[config.mk]
export PLATFORM = sky130hd
export DESIGN_NAME = uart_tx_mmio
export DESIGN_NICKNAME = d
export VERILOG_FILES = /design/src/rtl/uart_mmio_pkg.sv /design/src/rtl/sync_fifo.sv /design/src/rtl/uart_tx_mmio.sv
export SDC_FILE = /design/constraint.sdc
export NUM_CORES = 1
export LEC_CHECK = 0
export CAP_MARGIN = 0
export CORE_ASPECT_RATIO = 1.1
export CORE_MARGIN = 2
export CORE_UTILIZATION = 53
export CTS_BUF_LIST = sky130_fd_sc_hd__clkbuf_16
export DETAILED_ROUTE_END_ITERATION = 16
export PLACE_DENSITY_LB_ADDON = 0.08
export SYNTH_ARGS = -nofsm -noshare
export SYNTH_HDL_FRONTEND = slang
export SYNTH_HIERARCHICAL = 1
export SYNTH_SLANG_ARGS = --single-unit
[constraint.sdc]
create_clock -name clk -period 4.2 [get_ports clk]
set_input_delay 0.84 -clock clk [delete_from_list [all_inputs] [get_ports clk]]
set_output_delay 0.84 -clock clk [all_outputs]
set_load 0.01 [all_outputs]
[src/rtl/uart_mmio_pkg.sv]
`default_nettype none
// ============================================================================
// Module      : uart_mmio_pkg
// Description : Shared types and constants for the memory-mapped UART
//               transmitter: FSM state encoding, register offsets inside the
//               two-word window, and STATUS register bit positions.
// Revision    : 1.0 - initial release
// ============================================================================
package uart_mmio_pkg;

    // Transmitter states; PARITY is only entered when parity is built in
    typedef enum logic [2:0] {
        ST_IDLE   = 3'd0,
        ST_START  = 3'd1,
        ST_DATA   = 3'd2,
        ST_PARITY = 3'd3,
        ST_STOP   = 3'd4
    } txState_t;

    // Word offsets from the window base
    localparam int unsigned TXDATA_OFS = 0;
    localparam int unsigned STATUS_OFS = 1;

    // STATUS register layout (upper bits read as zero)
    localparam int unsigned STAT_FULL_BIT  = 0;
    localparam int unsigned STAT_EMPTY_BIT = 1;
    localparam int unsigned STAT_BUSY_BIT  = 2;
    localparam int unsigned STAT_OVF_BIT   = 3;
    localparam int unsigned STAT_CNT_LSB   = 4;
    localparam int unsigned STAT_CNT_W     = 4;

    // Clamp the FIFO occupancy to the 4-bit display field
    function automatic logic [3:0] satCount(input logic [31:0] cnt);
        if (cnt > 32'd15) begin
            return 4'hF;
        end
        return cnt[3:0];
    endfunction

endpackage
`default_nettype wire

[src/rtl/sync_fifo.sv]
`default_nettype none
// ============================================================================
// Module      : sync_fifo
// Description : Single-clock FIFO. Pointers carry one extra wrap bit so that
//               full and empty are distinguished without a separate counter.
//               A push while full is accepted when a pop happens in the same
//               cycle, since the pop frees the slot being written.
// Revision    : 1.0 - initial release
// ============================================================================
module sync_fifo #(
    parameter int WIDTH = 16,
    parameter int DEPTH = 8
) (
    input  logic                     clk,
    input  logic                     reset,
    input  logic                     i_push,
    input  logic                     i_pop,
    input  logic [WIDTH-1:0]         i_wrData,
    output logic [WIDTH-1:0]         o_rdData,
    output logic                     o_full,
    output logic                     o_empty,
    output logic [$clog2(DEPTH):0]   o_count
);

    localparam int PTR_W = $clog2(DEPTH);

    logic [WIDTH-1:0] r_mem [DEPTH];
    logic [PTR_W:0]   r_wrPtr;
    logic [PTR_W:0]   r_rdPtr;
    logic             w_doPush;
    logic             w_doPop;

    assign o_empty  = (r_wrPtr == r_rdPtr);
    assign o_full   = (r_wrPtr[PTR_W] != r_rdPtr[PTR_W]) &&
                      (r_wrPtr[PTR_W-1:0] == r_rdPtr[PTR_W-1:0]);
    assign o_count  = r_wrPtr - r_rdPtr;
    assign o_rdData = r_mem[r_rdPtr[PTR_W-1:0]];

    assign w_doPop  = i_pop && !o_empty;
    assign w_doPush = i_push && (!o_full || w_doPop);

    // Pointer update; clearing the pointers discards any stored words
    always_ff @(posedge clk or negedge reset) begin
        if (!reset) begin
            r_wrPtr <= '0;
            r_rdPtr <= '0;
        end else begin
            if (w_doPush) begin
                r_wrPtr <= r_wrPtr + 1'b1;
            end
            if (w_doPop) begin
                r_rdPtr <= r_rdPtr + 1'b1;
            end
        end
    end

    // Storage array; contents need no reset because the pointers gate them
    always_ff @(posedge clk) begin
        if (w_doPush) begin
            r_mem[r_wrPtr[PTR_W-1:0]] <= i_wrData;
        end
    end

endmodule
`default_nettype wire

[src/rtl/uart_tx_mmio.sv]
`default_nettype none
// ============================================================================
// Module      : uart_tx_mmio
// Description : Memory-mapped UART transmitter. BASE+0 (TXDATA) accepts 16-bit
//               words into a FIFO, BASE+1 (STATUS) reports FIFO/FSM state and
//               clears the sticky overflow flag on write. Each word is sent as
//               two 8N1 frames, low byte first, back to back.
//               Optional macro UART_TX_PARITY_EN adds an even-parity bit
//               after the data bits of every frame.
// Revision    : 1.0 - initial release
// ============================================================================
module uart_tx_mmio
    import uart_mmio_pkg::*;
#(
    parameter int                ADDR_W       = 10,
    parameter int                DATA_W       = 16,
    parameter logic [ADDR_W-1:0] BASE_ADDR    = 10'h3F0,
    parameter int                CLKS_PER_BIT = 16,
    parameter int                FIFO_DEPTH   = 8
) (
    input  logic              clk,
    input  logic              reset,
    input  logic              WE,
    input  logic [ADDR_W-1:0] dataAddress,
    input  logic [DATA_W-1:0] writeData,
    output logic              ioSel,
    output logic [DATA_W-1:0] ioReadData,
    output logic              tx,
    output logic              txBusy
);

    localparam int BAUD_W = $clog2(CLKS_PER_BIT);
    localparam int CNT_W  = $clog2(FIFO_DEPTH) + 1;

    localparam logic [ADDR_W-1:0] c_txdataAddr = BASE_ADDR + ADDR_W'(TXDATA_OFS);
    localparam logic [ADDR_W-1:0] c_statusAddr = BASE_ADDR + ADDR_W'(STATUS_OFS);
    localparam logic [BAUD_W-1:0] c_lastTick   = BAUD_W'(CLKS_PER_BIT - 1);

    // FSM and shifter state
    txState_t          r_state;
    txState_t          w_stateNext;
    logic [BAUD_W-1:0] r_baudCnt;
    logic [BAUD_W-1:0] w_baudNext;
    logic [2:0]        r_bitIdx;
    logic [2:0]        w_bitIdxNext;
    logic [DATA_W-1:0] r_shift;
    logic [DATA_W-1:0] w_shiftNext;
    logic              r_hiByte;
    logic              w_hiByteNext;
    logic              r_tx;
    logic              w_txNext;
    logic              w_baudTick;
`ifdef UART_TX_PARITY_EN
    logic              r_parity;
    logic              w_parityNext;
`endif

    // Bus decode and FIFO interface
    logic              w_push;
    logic              w_ovfClr;
    logic              w_pop;
    logic              r_ovf;
    logic [DATA_W-1:0] w_fifoDout;
    logic              w_fifoFull;
    logic              w_fifoEmpty;
    logic [CNT_W-1:0]  w_fifoCount;
    logic [7:0]        w_status;

    assign w_push   = WE && (dataAddress == c_txdataAddr);
    assign w_ovfClr = WE && (dataAddress == c_statusAddr);
    assign ioSel    = (dataAddress == c_txdataAddr) || (dataAddress == c_statusAddr);

    sync_fifo #(
        .WIDTH (DATA_W),
        .DEPTH (FIFO_DEPTH)
    ) u_fifo (
        .clk      (clk),
        .reset    (reset),
        .i_push   (w_push),
        .i_pop    (w_pop),
        .i_wrData (writeData),
        .o_rdData (w_fifoDout),
        .o_full   (w_fifoFull),
        .o_empty  (w_fifoEmpty),
        .o_count  (w_fifoCount)
    );

    assign w_baudTick = (r_baudCnt == c_lastTick);
    assign txBusy     = (r_state != ST_IDLE) || !w_fifoEmpty;
    assign tx         = r_tx;

    // Sticky overflow: set when a push is dropped, cleared by a STATUS write
    always_ff @(posedge clk or negedge reset) begin
        if (!reset) begin
            r_ovf <= 1'b0;
        end else if (w_push && w_fifoFull && !w_pop) begin
            r_ovf <= 1'b1;
        end else if (w_ovfClr) begin
            r_ovf <= 1'b0;
        end
    end

    // STATUS assembly and read-data mux; TXDATA and other addresses read 0
    always_comb begin
        w_status                              = '0;
        w_status[STAT_FULL_BIT]               = w_fifoFull;
        w_status[STAT_EMPTY_BIT]              = w_fifoEmpty;
        w_status[STAT_BUSY_BIT]               = txBusy;
        w_status[STAT_OVF_BIT]                = r_ovf;
        w_status[STAT_CNT_LSB +: STAT_CNT_W]  = satCount(32'(w_fifoCount));
        ioReadData = '0;
        if (dataAddress == c_statusAddr) begin
            ioReadData[7:0] = w_status;
        end
    end

    // FSM state, counters, shifter and a registered serial output
    always_ff @(posedge clk or negedge reset) begin
        if (!reset) begin
            r_state   <= ST_IDLE;
            r_baudCnt <= '0;
            r_bitIdx  <= '0;
            r_shift   <= '0;
            r_hiByte  <= 1'b0;
            r_tx      <= 1'b1;
`ifdef UART_TX_PARITY_EN
            r_parity  <= 1'b0;
`endif
        end else begin
            r_state   <= w_stateNext;
            r_baudCnt <= w_baudNext;
            r_bitIdx  <= w_bitIdxNext;
            r_shift   <= w_shiftNext;
            r_hiByte  <= w_hiByteNext;
            r_tx      <= w_txNext;
`ifdef UART_TX_PARITY_EN
            r_parity  <= w_parityNext;
`endif
        end
    end

    // Next-state logic; tx is derived from the next state so it changes
    // exactly on the edge that enters each bit
    always_comb begin
        w_stateNext  = r_state;
        w_baudNext   = '0;
        w_bitIdxNext = r_bitIdx;
        w_shiftNext  = r_shift;
        w_hiByteNext = r_hiByte;
        w_pop        = 1'b0;
        w_txNext     = 1'b1;
`ifdef UART_TX_PARITY_EN
        w_parityNext = r_parity;
`endif
        if (r_state != ST_IDLE) begin
            w_baudNext = w_baudTick ? '0 : r_baudCnt + BAUD_W'(1);
        end

        case (r_state)
            ST_IDLE: begin
                if (!w_fifoEmpty) begin
                    w_pop        = 1'b1;
                    w_shiftNext  = w_fifoDout;
                    w_hiByteNext = 1'b0;
                    w_stateNext  = ST_START;
                end
            end
            ST_START: begin
                if (w_baudTick) begin
                    w_stateNext  = ST_DATA;
`ifdef UART_TX_PARITY_EN
                    w_parityNext = 1'b0;
`endif
                end
            end
            ST_DATA: begin
                if (w_baudTick) begin
                    w_shiftNext = r_shift >> 1;
`ifdef UART_TX_PARITY_EN
                    w_parityNext = r_parity ^ r_shift[0];
`endif
                    if (r_bitIdx == 3'd7) begin
                        w_bitIdxNext = 3'd0;
`ifdef UART_TX_PARITY_EN
                        w_stateNext  = ST_PARITY;
`else
                        w_stateNext  = ST_STOP;
`endif
                    end else begin
                        w_bitIdxNext = r_bitIdx + 3'd1;
                    end
                end
            end
`ifdef UART_TX_PARITY_EN
            ST_PARITY: begin
                if (w_baudTick) begin
                    w_stateNext = ST_STOP;
                end
            end
`endif
            ST_STOP: begin
                if (w_baudTick) begin
                    if (!r_hiByte) begin
                        // High byte follows immediately with no idle gap
                        w_hiByteNext = 1'b1;
                        w_stateNext  = ST_START;
                    end else begin
                        w_stateNext  = ST_IDLE;
                    end
                end
            end
            default: begin
                w_stateNext = ST_IDLE;
            end
        endcase

        case (w_stateNext)
            ST_START:  w_txNext = 1'b0;
            ST_DATA:   w_txNext = w_shiftNext[0];
`ifdef UART_TX_PARITY_EN
            ST_PARITY: w_txNext = w_parityNext;
`endif
            default:   w_txNext = 1'b1;
        endcase
    end

endmodule
`default_nettype wire

=== Word level (Yosys, flattened, before mapping) ===
Memories as Yosys holds them, arrays and structs flattened.
Cells that the tools add are included.

* Register bits: 37
* Latch bits: 0
* RAM bits: 128
* Memory bits (read-only): 0
* Input bits: 29
* Output and inout port bits: 19
* Logic and storage cells: 76
* Memories: 1

* Add/sub/neg operators: 5
* Multiply operators: 0
* Divide/modulo/power cells: 0
* Order comparisons: 0
* Eq/ne operators: 15
* Shift operators: 0
* Mux-type cells: 24
* Bitwise logic cells: 0
* Reductions and logical operators: 21

{| class="wikitable"
|+ Memory list
! memory !! words !! width !! read ports !! clocked after memory_dff !! write ports !! RTL line !! source
|-
| u_fifo.r_mem || 8 || 16 || 1 || 0 || 1 || sync_fifo.sv:27 || <nowiki>logic [WIDTH-1:0] r_mem [DEPTH];</nowiki>
|}

{| class="wikitable"
|+ Operators by type and width
! cell !! count
|-
| $mux W16 || 2
|-
| $pmux W16 S2 || 1
|-
| $eq A10 B10 Y1 const B || 2
|-
| $mux W3 || 6
|-
| $add A4 B1 Y4 const B || 3
|-
| $pmux W3 S4 || 1
|-
| $mux W1 || 9
|-
| $mux W4 || 2
|-
| $mux W8 || 1
|-
| $logic_and A1 B1 Y1 || 7
|-
| $eq A3 B1 Y1 const B || 2
|-
| $eq A3 B2 Y1 const B || 2
|-
| $eq A3 B3 Y1 const B || 2
|-
| $ne A2 B2 Y1 const B || 3
|-
| $reduce_and A3 Y1 || 2
|-
| $reduce_bool A2 Y1 || 3
|-
| $eq A4 B4 Y1 || 1
|-
| $eq A4 B4 Y1 const B || 1
|-
| $pmux W1 S2 || 2
|-
| $sub A4 B4 Y4 || 1
|-
| $add A3 B1 Y3 const B || 1
|-
| $eq A3 B3 Y1 || 1
|-
| $logic_not A1 Y1 || 3
|-
| $logic_not A3 Y1 || 1
|-
| 4 further kinds || 6
|}

=== Depth between registers and ports, before layout ===
* Depth in word-level cells: 8
* Depth in mapped cells: 13
* Mapped depth without buffers: 10

=== By module ===
Netlist, hierarchy kept.

{| class="wikitable"
|+ By module, submodules not included
! module !! times used !! cells each !! area each (um2) !! sequential area each (um2)
|-
| sync_fifo || 1 || 279 || 5382.7 || 4043.9
|-
| uart_tx_mmio || 1 || 153 || 1589.0 || 726.9
|}

=== Least setup slack after synthesis ===
OpenSTA, ideal clock, no wires.

* Kind: reg-to-reg
* From: reg u_fifo.r_rdPtr[2]
* To: mem u_fifo.r_mem[4][0], enable pin
* Library setup time: 430 ps
* Arrival: 3774 ps
* Data required time: 3770 ps
* Setup slack: -4 ps
* Cell stages (with the launch flop): 13
* Path buffers: 3
* Clock period less this slack: 4204 ps
* Path through: dfrtp_1 buf_2 clkinv_1 clkbuf_1 ha_1 nand3_1 nor2_1 nor2_1 nand2_1 inv_2 buf_4 nor3_1 nor4_1

* Word-level cells in the longest chain between the ends: 8
* Elaborated cells on any way between the ends: 12
* Those cells by class: eq/ne (2); mux (4); reduce/logical (6)

{| class="wikitable"
|+ Ends and longest elaborated chain
! item !! RTL line !! source
|-
| start, declared || sync_fifo.sv:29 || <nowiki>logic [PTR_W:0] r_rdPtr;</nowiki>
|-
| start signal, assigned || sync_fifo.sv:52 || <nowiki>r_rdPtr <= r_rdPtr + 1'b1;</nowiki>
|-
| $eq A4 B4 Y1 || sync_fifo.sv:33 || <nowiki>assign o_empty = (r_wrPtr == r_rdPtr);</nowiki>
|-
| net w_fifoEmpty || uart_tx_mmio.sv:65 || <nowiki>logic w_fifoEmpty;</nowiki>
|-
| $mux W1 || uart_tx_mmio.sv:161 || <nowiki>if (!w_fifoEmpty) begin</nowiki>
|-
| $mux W1 || uart_tx_mmio.sv:159 || <nowiki>case (r_state)</nowiki>
|-
| net w_pop || uart_tx_mmio.sv:61 || <nowiki>logic w_pop;</nowiki>
|-
| $logic_and A1 B1 Y1 || sync_fifo.sv:39 || <nowiki>assign w_doPop = i_pop && !o_empty;</nowiki>
|-
| $logic_or A1 B1 Y1 || sync_fifo.sv:40 || <nowiki>assign w_doPush = i_push && (!o_full || w_doPop);</nowiki>
|-
| $logic_and A1 B1 Y1 || sync_fifo.sv:40 ||
|-
| $mux W1 || sync_fifo.sv:59 || <nowiki>if (w_doPush) begin</nowiki>
|-
| $mux W1 (implied by the code) || sync_fifo.sv:60 || <nowiki>r_mem[r_wrPtr[PTR_W-1:0]] <= i_wrData;</nowiki>
|-
| end, declared || sync_fifo.sv:27 ||
|}

The timed path passes the listed nets, and every way through them passes these cells.

=== Worst setup path after layout ===
* From: reg u_fifo.r_rdPtr[2]
* To: out ioReadData[2]

* Word-level cells in the longest chain between the ends: 4

{| class="wikitable"
|+ Ends and longest elaborated chain
! item !! RTL line !! source
|-
| $eq A4 B4 Y1 || sync_fifo.sv:33 ||
|-
| net w_fifoEmpty || uart_tx_mmio.sv:65 ||
|-
| $logic_not A1 Y1 || uart_tx_mmio.sv:89 || <nowiki>assign txBusy = (r_state != ST_IDLE) || !w_fifoEmpty;</nowiki>
|-
| $logic_or A1 B1 Y1 || uart_tx_mmio.sv:89 ||
|-
| $mux W8 || uart_tx_mmio.sv:112 || <nowiki>if (dataAddress == c_statusAddr) begin</nowiki>
|-
| end, declared || uart_tx_mmio.sv:27 || <nowiki>output logic [DATA_W-1:0] ioReadData,</nowiki>
|}

The timed path passes the listed nets, and every way through them passes these cells.

==> summary.md <==
| Metric | Value |
|---|---|
| Standard cell core area | `12800 um^2` |
| Number of primary I/O pins | `48` |
| Final antenna diode count | `0` |
| Period utilization | `0.857` |
| Area delta synth->final | `15.8%` |
| Worst path cell trace | `buf_4 > clkinv_1 > ha_1 > nand3_1 > nor2_1 > nand2_1 > and3_1 > clkdlybuf4s50_1` |
| Post-synthesis area per instance | `16.1 um^2` |
| Number of unique standard cell types used by synthesis | `54` |
| First-pass GRT wire length | `20600 um` |
| Netlist area before placement | `6970 um^2` |
| Ratio of routed vias to standard cells | `5.67` |
| Req. time, crit path | `3.36 ns` |
| Buffers & Inverters on Critical Path | `3` |
| Type of the setup path with the least slack | `reg -> out` |
| Final hold violation count | `0` |
| Gate count of the mapped netlist | `432` |
| Sequential group share of total power | `0.541` |
| Net Sw Power | `0.000771 W` |
| Starting utilization of the core area | `0.547` |
| Internal Dissipation | `0.00276 W` |
| HPWL after detailed placement | `7930 um` |
| Worst min path class | `reg -> reg` |
| Setup repair after global routing missed its margin | `no` |
| Total Power | `0.00353 W` |
| Total number of placement rows | `43` |
| Number of buffers added on ports | `39` |
| Leakage power | `2.97 nW` |
| Root Driver | `sky130_fd_sc_hd__clkbuf_16` |
| Vias post-DR | `3722` |
| Number of nets in the finished design | `525` |
| Total clock buffers created by CTS | `17` |
| Worst-Skew Late Latency | `0.42 ns` |
| Width of the chip | `113 um` |
| Final RePlAce weighted congestion | `0.789` |
| TritonCTS clock tree | `built` |
| Status | `completed` |
| Die area | `14100 um^2` |
| Clock group share of total power | `0.397` |
| Part of the total power dissipated in combinational logic | `0.062` |
| Crit Path Max Fanout | `18` |
| Power per Cell Area | `437 nW/um^2` |
| Max Cap Viol | `0` |
| Most frequent standard cell in the layout excluding fill and tap cells | `sky130_fd_sc_hd__edfxtp_1` |
| WP depth | `8` |
| Final setup vio count | `0` |
| Layout cell share with drive strength beyond 1 | `0.220` |
| Maximum count of clock buffers along a single path | `2` |
| Pins over their slew limit | `0` |
| CTS sink cnt | `165` |
| Slew Limit Headroom | `0.438` |
| Largest stage delay, worst path | `0.47 ns` |
| Final wirelength | `12800 um` |
| Slew at the pin closest to its max-slew limit | `0.843 ns` |
| Final antenna-violating net count | `0` |
| Most used cells in the layout excluding fill and tap cells | `sky130_fd_sc_hd__edfxtp_1, sky130_fd_sc_hd__nand2_1, sky130_fd_sc_hd__clkdlybuf4s50_1, sky130_fd_sc_hd__dfrtp_1, sky130_fd_sc_hd__mux4_2` |
| Post-CTS resize count | `0` |
| Sequential cell area fraction in the yosys report | `0.684` |
| Global-route total usage across every layer | `0.197` |
| Final cell utilization of the core | `0.633` |
| Number of cells traversed by the worst register-to-register path | `11` |
| Total of fill cells in the finished design | `944` |
| Initial antenna violation count | `0` |
| Fraction of power spent switching nets | `0.219` |
| Height of the die | `124 um` |
| Number of detailed-route iterations in the first pass | `4` |
| #FFs+latches synth | `165` |
| Syn. warnings | `6` |
| Number of post-CTS setup repair buffers | `0` |
| Total negative setup slack | `0 ns` |
| Hold buffer count at CTS | `0` |
| FMAX | `278 MHz` |
| Kind of capture point of the worst setup path | `output pin` |
| Time the final worst path needs with I/O delays and setup | `3.60 ns` |
| WP data arrival | `2.76 ns` |
| Worst hold path depth | `1` |
| Starting DRT DRC Count | `218` |
| Slowest CP cell | `sky130_fd_sc_hd__clkdlybuf4s50_1` |
| Clock input transition at the sequential cells of the worst setup and hold paths | `0.06 ns` |
| CP delay by family, top | `buffers and inverters` |
| DRC | `0` |
| Via count of the first global-routing pass | `3816` |
| Grt ovf | `0` |
| Setup crit start kind | `flip-flop` |
| Avg WL per Cell | `19.5 um` |
| Maximum ir drop on the vdd rail | `407 uV` |
| H-Tree Level Count | `4` |
| Maximum clock skew at final layout | `0.00658 ns` |
| Largest net degree at the start of global routing | `38` |
## synth_stat cells (all sizes together)
cell	n	area (um^2)
a31oi	1	6.26
a311oi	1	8.76
xnor2	8	77.6
fa	1	20.0
nand4	1	6.26
or3	2	17.5
buf	24	200
and2	2	15.0
edfxtp	128	3840
a31o	1	8.76
mux2	4	48.8
o31ai	1	12.5
a41oi	1	8.76
nor2	11	41.3
a21o	1	7.51
dfstp	1	26.3
clkinv	1	3.75
o21a	1	7.51
o21ai	5	25.0
nand4b	1	8.76
inv	12	45.0
ha	8	100
a22oi	14	150
o41ai	1	8.76
mux4	32	721
nor3b	1	18.8
nand2	85	327
conb	1	3.75
clkbuf	4	15.0
nor2b	2	12.5
nor3	12	60.1
xor2	4	35.0
nand3b	2	15.0
a21oi	4	35.0
and3	9	61.3
a221oi	1	26.3
nor4	2	12.5
nand3	6	30.0
dfrtp	36	901
## final cells by class
type	instances	area [um^2]	share of cell area
Tap cell	157	196	0.0243
Timing Repair Buffer	57	520	0.0645
Clock inverter	14	114	0.0141
Sequential cell	165	4770	0.591
Clock buffer	17	425	0.0527
Multi-Input combinational cell	233	2000	0.247
Inverter	13	48.8	0.00604
## metrics by stage
stage	worst slack [ns]	hold slack [ns]	cells	area [um^2]
after floorplan	-0.00399	0.440	439	7000
after detailed placement	0.622	0.465	625	7530
after CTS	0.578	0.481	656	8070
after global placement	0.704	0.464	625	7530
after global routing	0.364	0.494	656	8070
final	0.601	0.478	656	8070
## worst register-to-register path, delay by kind of cell, from the launching register on
family | cells | cell delay, ns
adder cells (fa/ha/maj) | 1 | 0.34
AND/OR/NAND/NOR | 6 | 1.50
buffers and inverters | 4 | 0.83
flip-flops | 1 | 0.32
## worst paths after layout
path | from | endpoint | slack, ns
hold / removal | r_baudCnt[0] | r_baudCnt[0] | 0.48
max in group asynchronous | reset | u_fifo/r_rdPtr[0] | 3.09
hold reg to reg | r_baudCnt[0] | r_baudCnt[0] | 0.48
min in group asynchronous | reset | r_baudCnt[0] | 0.53
setup / recovery | u_fifo/r_rdPtr[2] | ioReadData[2] | 0.60
setup reg to reg | u_fifo/r_rdPtr[2] | u_fifo/r_mem[0][9] | 0.94
## routing by layer
layer / part of all wire / track usage
met1: 0.44 / 0.276
met2: 0.50 / 0.311
met3: 0.045 / 0.0457
met4: 0.012 / 0.0610
met5: 0 / 0
## state kept, by name, summed over array words and instances (netlist names)
register and cells:
u_fifo/r_mem 128, r_shift 16, r_baudCnt 4, u_fifo/r_rdPtr 4, u_fifo/r_wrPtr 4, r_bitIdx 3
r_state 3, r_hiByte 1, r_ovf 1, tx 1
## power groups by stage
stage	combinational (W)	clock, W	sequential [W]
after floorplan	0.000157	0	0.00192
after global placement	0.000216	0	0.00194
after detailed placement	0.000225	0	0.00194
after CTS	0.000225	0.00143	0.00191
after global routing	0.000250	0.00150	0.00192
final	0.000219	0.00140	0.00191
## cells by family (layout without fill, tap and decap cells)
logic type / Yosys count / count (layout) / synth area share
XOR/XNOR: 12 / 12 / 0.0162
buffers and inverters: 41 / 101 / 0.0379
AO/OA/AOI/OAI: 32 / 32 / 0.0438
flip-flops: 165 / 165 / 0.684
other: 1 / 8 / 0.000538
multiplexers: 36 / 36 / 0.110
adder cells (fa/ha/maj): 9 / 9 / 0.0172
AND/OR/NAND/NOR: 136 / 136 / 0.0897
No activity file was read; power rests on OpenSTA's default activity.
